--- src/rtl/sum_pkg.sv ---
// sum_pkg: shared definitions for the sum_history_unit slice.
//   OP_ADD / OP_SUB : encoding of the 'sub' operation select input
//   state_t         : result-path FSM states
//   ptr_wrap        : folds a ring-buffer pointer back into 0..depth-1
package sum_pkg;

  localparam logic OP_ADD = 1'b0;
  localparam logic OP_SUB = 1'b1;

  typedef enum logic {
    S_IDLE,
    S_DONE
  } state_t;

  // Modular fold for a pointer that has been stepped up or down.
  // Only one correction is applied, so the argument must lie in
  // [-depth, 2*depth). Increments (ptr+1) and age lookups
  // (ptr-1-idx with idx < depth) both stay inside that window.
  function automatic int ptr_wrap(input int ptr, input int depth);
    int r;
    r = ptr;
    if (r < 0) begin
      r = r + depth;
    end else if (r >= depth) begin
      r = r - depth;
    end
    return r;
  endfunction

endpackage

--- src/rtl/sum_history.sv ---
// sum_history: ring buffer of the last DEPTH results with an age-indexed,
// registered read port.
//   clk, rst_n      clock, asynchronous active-low reset
//   wr_en, wr_data  store wr_data at wr_ptr (one accepted result)
//   clear           synchronous flush: wr_ptr and count return to 0
//   rd_en, rd_idx   read request; rd_idx is the age, 0 = newest
//   rd_data         registered read data (0 when the age is not stored)
//   rd_valid        registered: the read returned a stored entry
//   count           number of valid entries, 0..DEPTH
module sum_history
  import sum_pkg::*;
#(
  parameter int WIDTH = 8,
  parameter int DEPTH = 10,
  localparam int IDX_W = $clog2(DEPTH)
) (
  input  logic             clk,
  input  logic             rst_n,
  input  logic             wr_en,
  input  logic [WIDTH:0]   wr_data,
  input  logic             clear,
  input  logic             rd_en,
  input  logic [IDX_W-1:0] rd_idx,
  output logic [WIDTH:0]   rd_data,
  output logic             rd_valid,
  output logic [IDX_W:0]   count
);

  logic [WIDTH:0]   mem [DEPTH];
  logic [IDX_W-1:0] wr_ptr;
  logic [IDX_W-1:0] wr_ptr_next;
  logic [IDX_W-1:0] rd_phys;
  logic             rd_hit;

  // Both lookups use the registered (pre-edge) wr_ptr and count, which
  // gives read-before-write when a read and an accept/clear coincide.
  always_comb begin
    wr_ptr_next = IDX_W'(ptr_wrap(int'(wr_ptr) + 1, DEPTH));
    rd_phys     = IDX_W'(ptr_wrap(int'(wr_ptr) - 1 - int'(rd_idx), DEPTH));
    rd_hit      = ({1'b0, rd_idx} < count);
  end

  // Storage carries no reset; an entry is only visible once count covers it.
  always_ff @(posedge clk) begin
    if (wr_en && !clear) begin
      mem[wr_ptr] <= wr_data;
    end
  end

  always_ff @(posedge clk or negedge rst_n) begin
    if (!rst_n) begin
      wr_ptr <= '0;
      count  <= '0;
    end else if (clear) begin
      wr_ptr <= '0;
      count  <= '0;
    end else if (wr_en) begin
      wr_ptr <= wr_ptr_next;
      if (count != (IDX_W + 1)'(DEPTH)) begin
        count <= count + 1'b1;
      end
    end
  end

  // Without rd_en the data register holds its last value.
  always_ff @(posedge clk or negedge rst_n) begin
    if (!rst_n) begin
      rd_data  <= '0;
      rd_valid <= 1'b0;
    end else if (rd_en) begin
      rd_valid <= rd_hit;
      rd_data  <= rd_hit ? mem[rd_phys] : '0;
    end else begin
      rd_valid <= 1'b0;
    end
  end

endmodule

--- src/rtl/sum_history_unit.sv ---
// sum_history_unit: add/subtract unit with a registered result and a
// history of the last DEPTH results readable by age.
//   clk, rst_n            clock, asynchronous active-low reset
//   req_valid, req_ready  request handshake (see below)
//   a, b, sub             operands; sub = OP_SUB selects a-b
//   result                registered {carry/borrow, sum}
//   result_valid          high the cycle after every accept
//   clear                 synchronous history flush
//   hist_rd_en/idx        history read request, idx 0 = newest
//   hist_rd_data/valid    registered history read response
//   hist_count            number of valid history entries
//
// Handshake: a request is accepted on a rising edge where req_valid and
// req_ready are both high. req_ready depends only on clear (low while a
// flush is in progress) and never on history fullness; the requester may
// change a/b/sub freely when no accept takes place.
module sum_history_unit
  import sum_pkg::*;
#(
  parameter int WIDTH = 8,
  parameter int DEPTH = 10,
  localparam int IDX_W = $clog2(DEPTH)
) (
  input  logic             clk,
  input  logic             rst_n,
  input  logic             req_valid,
  output logic             req_ready,
  input  logic [WIDTH-1:0] a,
  input  logic [WIDTH-1:0] b,
  input  logic             sub,
  output logic [WIDTH:0]   result,
  output logic             result_valid,
  input  logic             clear,
  input  logic             hist_rd_en,
  input  logic [IDX_W-1:0] hist_rd_idx,
  output logic [WIDTH:0]   hist_rd_data,
  output logic             hist_rd_valid,
  output logic [IDX_W:0]   hist_count
);

  state_t         state;
  state_t         state_next;
  logic           accept;
  logic [WIDTH:0] op_result;

  assign req_ready = !clear;
  assign accept    = req_valid && req_ready;

  // The extra MSB is the carry for an add; for a subtract the wrap-around
  // of the (WIDTH+1)-bit difference sets it exactly when a < b (borrow).
  always_comb begin
    if (sub == OP_SUB) begin
      op_result = {1'b0, a} - {1'b0, b};
    end else begin
      op_result = {1'b0, a} + {1'b0, b};
    end
  end

  always_ff @(posedge clk or negedge rst_n) begin
    if (!rst_n) begin
      state  <= S_IDLE;
      result <= '0;
    end else begin
      state <= state_next;
      if (accept) begin
        result <= op_result;
      end
    end
  end

  // Every accept lands in DONE; any cycle without one drops back to IDLE,
  // so back-to-back accepts keep result_valid high continuously.
  always_comb begin
    state_next   = S_IDLE;
    result_valid = 1'b0;
    if (accept) begin
      state_next = S_DONE;
    end
    if (state == S_DONE) begin
      result_valid = 1'b1;
    end
  end

  sum_history #(
    .WIDTH (WIDTH),
    .DEPTH (DEPTH)
  ) u_history (
    .clk      (clk),
    .rst_n    (rst_n),
    .wr_en    (accept),
    .wr_data  (op_result),
    .clear    (clear),
    .rd_en    (hist_rd_en),
    .rd_idx   (hist_rd_idx),
    .rd_data  (hist_rd_data),
    .rd_valid (hist_rd_valid),
    .count    (hist_count)
  );

endmodule

--- config.mk ---
export PLATFORM = sky130hd
export DESIGN_NAME = sum_history_unit
export DESIGN_NICKNAME = d
export VERILOG_FILES = /design/src/rtl/sum_pkg.sv /design/src/rtl/sum_history.sv /design/src/rtl/sum_history_unit.sv
export SDC_FILE = /design/constraint.sdc
export NUM_CORES = 1
export LEC_CHECK = 0
export ABC_AREA = 0
export CAP_MARGIN = 20
export CELL_PAD_IN_SITES_DETAIL_PLACEMENT = 0
export CELL_PAD_IN_SITES_GLOBAL_PLACEMENT = 1
export CORE_MARGIN = 2
export CORE_UTILIZATION = 40
export CTS_BUF_LIST = sky130_fd_sc_hd__clkbuf_16
export CTS_CLUSTER_SIZE = 12
export DETAILED_ROUTE_END_ITERATION = 12
export PLACE_DENSITY_LB_ADDON = 0.05
export SLEW_MARGIN = 20
export SYNTH_ARGS = -nofsm -noshare
export SYNTH_HDL_FRONTEND = slang
export SYNTH_SLANG_ARGS = --single-unit
--- constraint.sdc ---
create_clock -name clk -period 5 [get_ports clk]
set_input_delay 1 -clock clk [delete_from_list [all_inputs] [get_ports clk]]
set_output_delay 1 -clock clk [all_outputs]
set_load 0.02 [all_outputs]
==> results <==
- The most frequent standard cell in the layout excluding fill and tap cells is edfxtp_1.
- Data arrives at the worst endpoint at 4.45 ns.
- The routed via count is 4445.
- Counting the buffers created by CTS gives 17.
- Hold timing on the final database bottoms out at a slack of 0.480 ns.
- Sorting the synthesized cells by area gives the leading types as edfxtp_1 (43%), dfrtp_1 (11%), ha_1 (5.1%), mux2i_1 (4.1%), nand2_1 (2.8%).
- The height of the chip is 130 µm.
- The path class of the lowest-slack min-delay path is reg2reg.
- The via count of the first global-routing pass is 4300.
- The repair_antennas step left the layout with diodes totalling 0.
- The setup fix buffers added after clock tree synthesis is 0.
- After detailed routing, the average wire length per cell comes to 19.2 µm.
- Of the post-synthesis cell area, the dominant cell type holds 0.426.
- The achievable frequency is 240 MHz.
- Of the total power, the share spent switching nets is 0.332.
- Of all flip-flops after synthesis, the portion carrying an async set or reset was 0.244.
- The flow ran to the end, and the final reports show no timing, DRC or antenna violations.
- The combinational cell fraction of total power is 0.304.
- The starting density of the core is 0.404.
- Clock-pin slew was measured on the worst setup and hold paths at 0.06 ns.
- On the critical path, the stage with the largest delay is an instance of fa_1.
- The number of buffers and inverters on the critical path is 4.
- The violation count after the first detailed-routing iteration is 360.
- The leading register cell type out of synthesis is edfxtp_1.
- From synthesis to final layout, the design area changed by 20.6%.
- Routability-driven placement finished with a final weighted congestion of 0.779.
- Across the run, the number of max-cap violations was 0.
- The net switching power figure is 1.13 mW.
- The synthesized design contains 119 register bits.
- Entering global routing, the biggest net connects 45 pins.
- The total count of hold-check failures in the final report is 0.
- The setup slack of the most critical reg-to-reg path is 0.99 ns.
- Each instance of the synthesized netlist takes up on average 11.8 µm².
- In this run the critical register-to-register path is launched from u_history.wr_ptr[0].
- Of the total synthesized cell area, the portion taken by AND, OR, NAND and NOR gates is 0.122.
- After synthesis, the largest family of logic cells by area is compound AO/OA/AOI/OAI gates.
- For this block, the routed nets add up to 15800 µm of wire.
- The total global-route track usage is 0.199.
- The instance count along the most critical hold path is 2.
- The detailed placer's ending HPWL is 10800 µm.
- In this run the worst path has a maximum fanout of 16.
- The biggest area contributor in the post-synthesis netlist is edfxtp_1.
- The xor-xnor portion of the synthesized cell area is 0.0276.
- In the finished design, the share of the clock period the worst path needs comes to 0.833.
- In the final design database the tool counted 648 nets.
- Synthesis handed over a netlist of 538 instances.
- The Yosys warning count is 0.
- The transition time at the pin with the least slew margin is 1.02 ns.
- The floorplan step defined a core boundary enclosing 15700 µm².
- The TritonCTS clock tree is yes.
- Dividing total power by cell area gives a power density of 444 nW/µm².
- Dividing the detail-routed via count by the number of cells gives 5.40.
- Across the VDD grid, the largest voltage drop is 227 µV.
- The cell family contributing the most delay on the critical path is buffers and inverters.
- The largest buffer count on any clock path is 2.
- Clock skew on the completed layout was measured at 0.00748 ns.
- The cell at the root of the clock tree is clkbuf_16.
- The depth of the worst register-to-register path is 13.
- The kind of launch point of the worst setup path is an input pin.
- The critical path crosses 13 cells after its start point.
- The minimum period implied by the final worst setup slack is 4.16 ns.
- The number of nets still failing antenna checks after routing is 0.
- The fraction of final layout cells with drive strength greater than 1 is 0.129.
- The leakage power of the design is 2.90 nW.
- For this run, the detailed router's first-pass iteration total came to 6.
- STA classifies the critical path endpoint as a flop.
- The floorplan has 46 rows.
- The critical path starts at hist_rd_idx[0].
- The number of distinct library cells after synthesis is 64.
- The launch point of the worst hold path is result[1].
- Data on the critical path is required at its endpoint by 5.29 ns.
- Counting every net in the synthesized netlist gives 592.
- The count of buffers added on input and output ports is 51.
- The number of flops mapped to enable cells by yosys is 90.
- The maximum single-stage delay on the critical path is 0.55 ns.
- The TritonCTS sink count is 119.
- The fraction of the mapped netlist area in compound gates is 0.137.
- The adder-cell share of the synthesized area is 0.0576.
- In the layout the commonest cells are edfxtp_1 (90), clkdlybuf4s50_1 (51), nand2_1 (47).
- The total of fill cells in the finished design is 1445.
- The post-cts gate resize count is 0.
- After global routing the overflow that remains totals 0.
- The number of remaining DRC errors is 0.
- Setup repair after global routing left no endpoint under its margin.
- The clock latency on the worst-skew pair is 0.42 ns.
- The count of boundary I/O pins is 52.
- From left edge to right edge, the die measures 130 µm.
- The mux share of post-synthesis cell area is 0.0777.
- Measured against its own limit, the worst slew margin works out to 0.317.
- The final setup violation count is 0.
- The number of pins with negative max-slew slack in the final report is 0.
- The wire length of the first global-routing pass is 24900 µm.
- For the final routed database, the setup TNS stands at 0 ns.
- The cell internal power dissipation is 2.28 mW.
- Walking the worst path, the cells encountered are clkdlybuf4s50_1 > ha_1 > inv_1 > fa_1 > clkinv_2 > o21ai_1 > or2_1 > a21oi_4 > o21ai_4 > buf_4 > mux4_1 > a222oi_1 > nand2_1.
- By startpoint and endpoint, the worst setup path is classified as in2reg.
- The overall die area is 16900 µm².
- In this run the cell area of the synthesized design comes to 6350 µm².
- The post-cts hold buffer count is 0.
- For this run, the register share of the synthesized area comes to 0.540.
- The share of total power dissipated in sequential elements is 0.361.
- The number of H-tree levels is 4.
- The fraction of power consumed by the clock network is 0.335.
- The number of antenna violations at the first check in global routing was 0.
## synthesized netlist by cell type, types with 4 or more instances
| cell type | number |
|---|---|
| edfxtp_1 | 90 |
| nand2_1 | 47 |
| nor2_1 | 34 |
| dfrtp_1 | 29 |
| inv_1 | 28 |
| ha_1 | 26 |
| mux2i_1 | 26 |
| nor3_1 | 22 |
| o21ai_0 | 17 |
| clkbuf_1 | 16 |
| mux2_2 | 15 |
| a221oi_1 | 14 |
| xnor2_1 | 14 |
| a21oi_1 | 12 |
| nand3_1 | 10 |
| a211o_1 | 9 |
| o31ai_1 | 9 |
| a211oi_1 | 7 |
| a221o_1 | 7 |
| a22o_1 | 7 |
| or3_1 | 7 |
| and2_1 | 6 |
| nor4_1 | 6 |
| xor2_1 | 6 |
| nand2b_1 | 5 |
| a311oi_1 | 4 |
| and3_1 | 4 |
| buf_2 | 4 |
| o32a_1 | 4 |
## worst reg2reg max path: stages, from the launching register on
cell and delay, ns:
dfrtp_1 0.52, inv_1 0.13, ha_1 0.33, inv_1 0.10, fa_1 0.60, clkinv_2 0.19, o21ai_1 0.19, or2_1 0.39
a21oi_4 0.20, o21ai_4 0.18, buf_4 0.33, mux4_1 0.36, a222oi_1 0.28, nand2_1 0.10
## state kept, by name, summed over array words and instances, names as in the netlist
register	cells
u_history.rd_data	9
u_history.mem	90
result	9
u_history.count	5
u_history.rd_valid	1
state	1
u_history.wr_ptr	4
## kinds of logic (layout without fill, tap and decap cells)
kind of cell / count (synthesis) / count (layout)
flops: 119 / 119
fa+ha+maj: 28 / 28
simple gates: 158 / 158
xor+xnor: 20 / 20
compound gates: 113 / 113
mux: 44 / 44
buf+inv: 56 / 125
## layer usage
layer,wire length (µm),share of wire,up-vias,GRT usage
met3,497,0.031,10,0.0385
met1,7710,0.49,2190,0.286
met2,7500,0.47,104,0.311
met4,125,0.0079,0,0.0531
met5,0,0,-,0
li1,-,-,2141,-
## per-stage QoR
stage	worst slack, ns	util	area [µm²]	cells	power (mW)
2_1_floorplan	1.43	-	6350	538	1.93
3_3_place_gp	0.465	0.452	7100	791	2.27
3_5_place_dp	0.500	0.452	7100	791	2.28
4_1_cts	0.924	0.487	7660	823	3.43
5_1_grt	0.626	0.487	7660	823	3.57
6_report	0.836	0.487	7660	823	3.40
## power by group through the flow
stage	logic, mW	registers [mW]	clock network (mW)
floorplan	0.632	1.30	0
global placement	1.02	1.25	0
detailed placement	1.03	1.25	0
CTS	1.04	1.23	1.16
global route	1.13	1.24	1.20
finish	1.03	1.23	1.14
## path summary, 6_finish.rpt
| kind | endpoint |
|---|---|
| max reg2reg | u_history.rd_data[3] |
| min | result[1] |
| max in group asynchronous | u_history.rd_data[1] |
| min reg2reg | result[1] |
| min in group asynchronous | u_history.rd_data[0] |
| max | u_history.rd_data[3] |
## layout make-up
class	instances	area, µm²	share of cell area
clock buffer	17	425	0.0556
clock inverter	15	130	0.0170
inverter	31	118	0.0154
multi-input combinational	363	2690	0.352
sequential	119	3430	0.448
tap	216	270	0.0353
timing repair buffer	62	593	0.0775
Note: power is estimated with default switching activity, not from simulation.
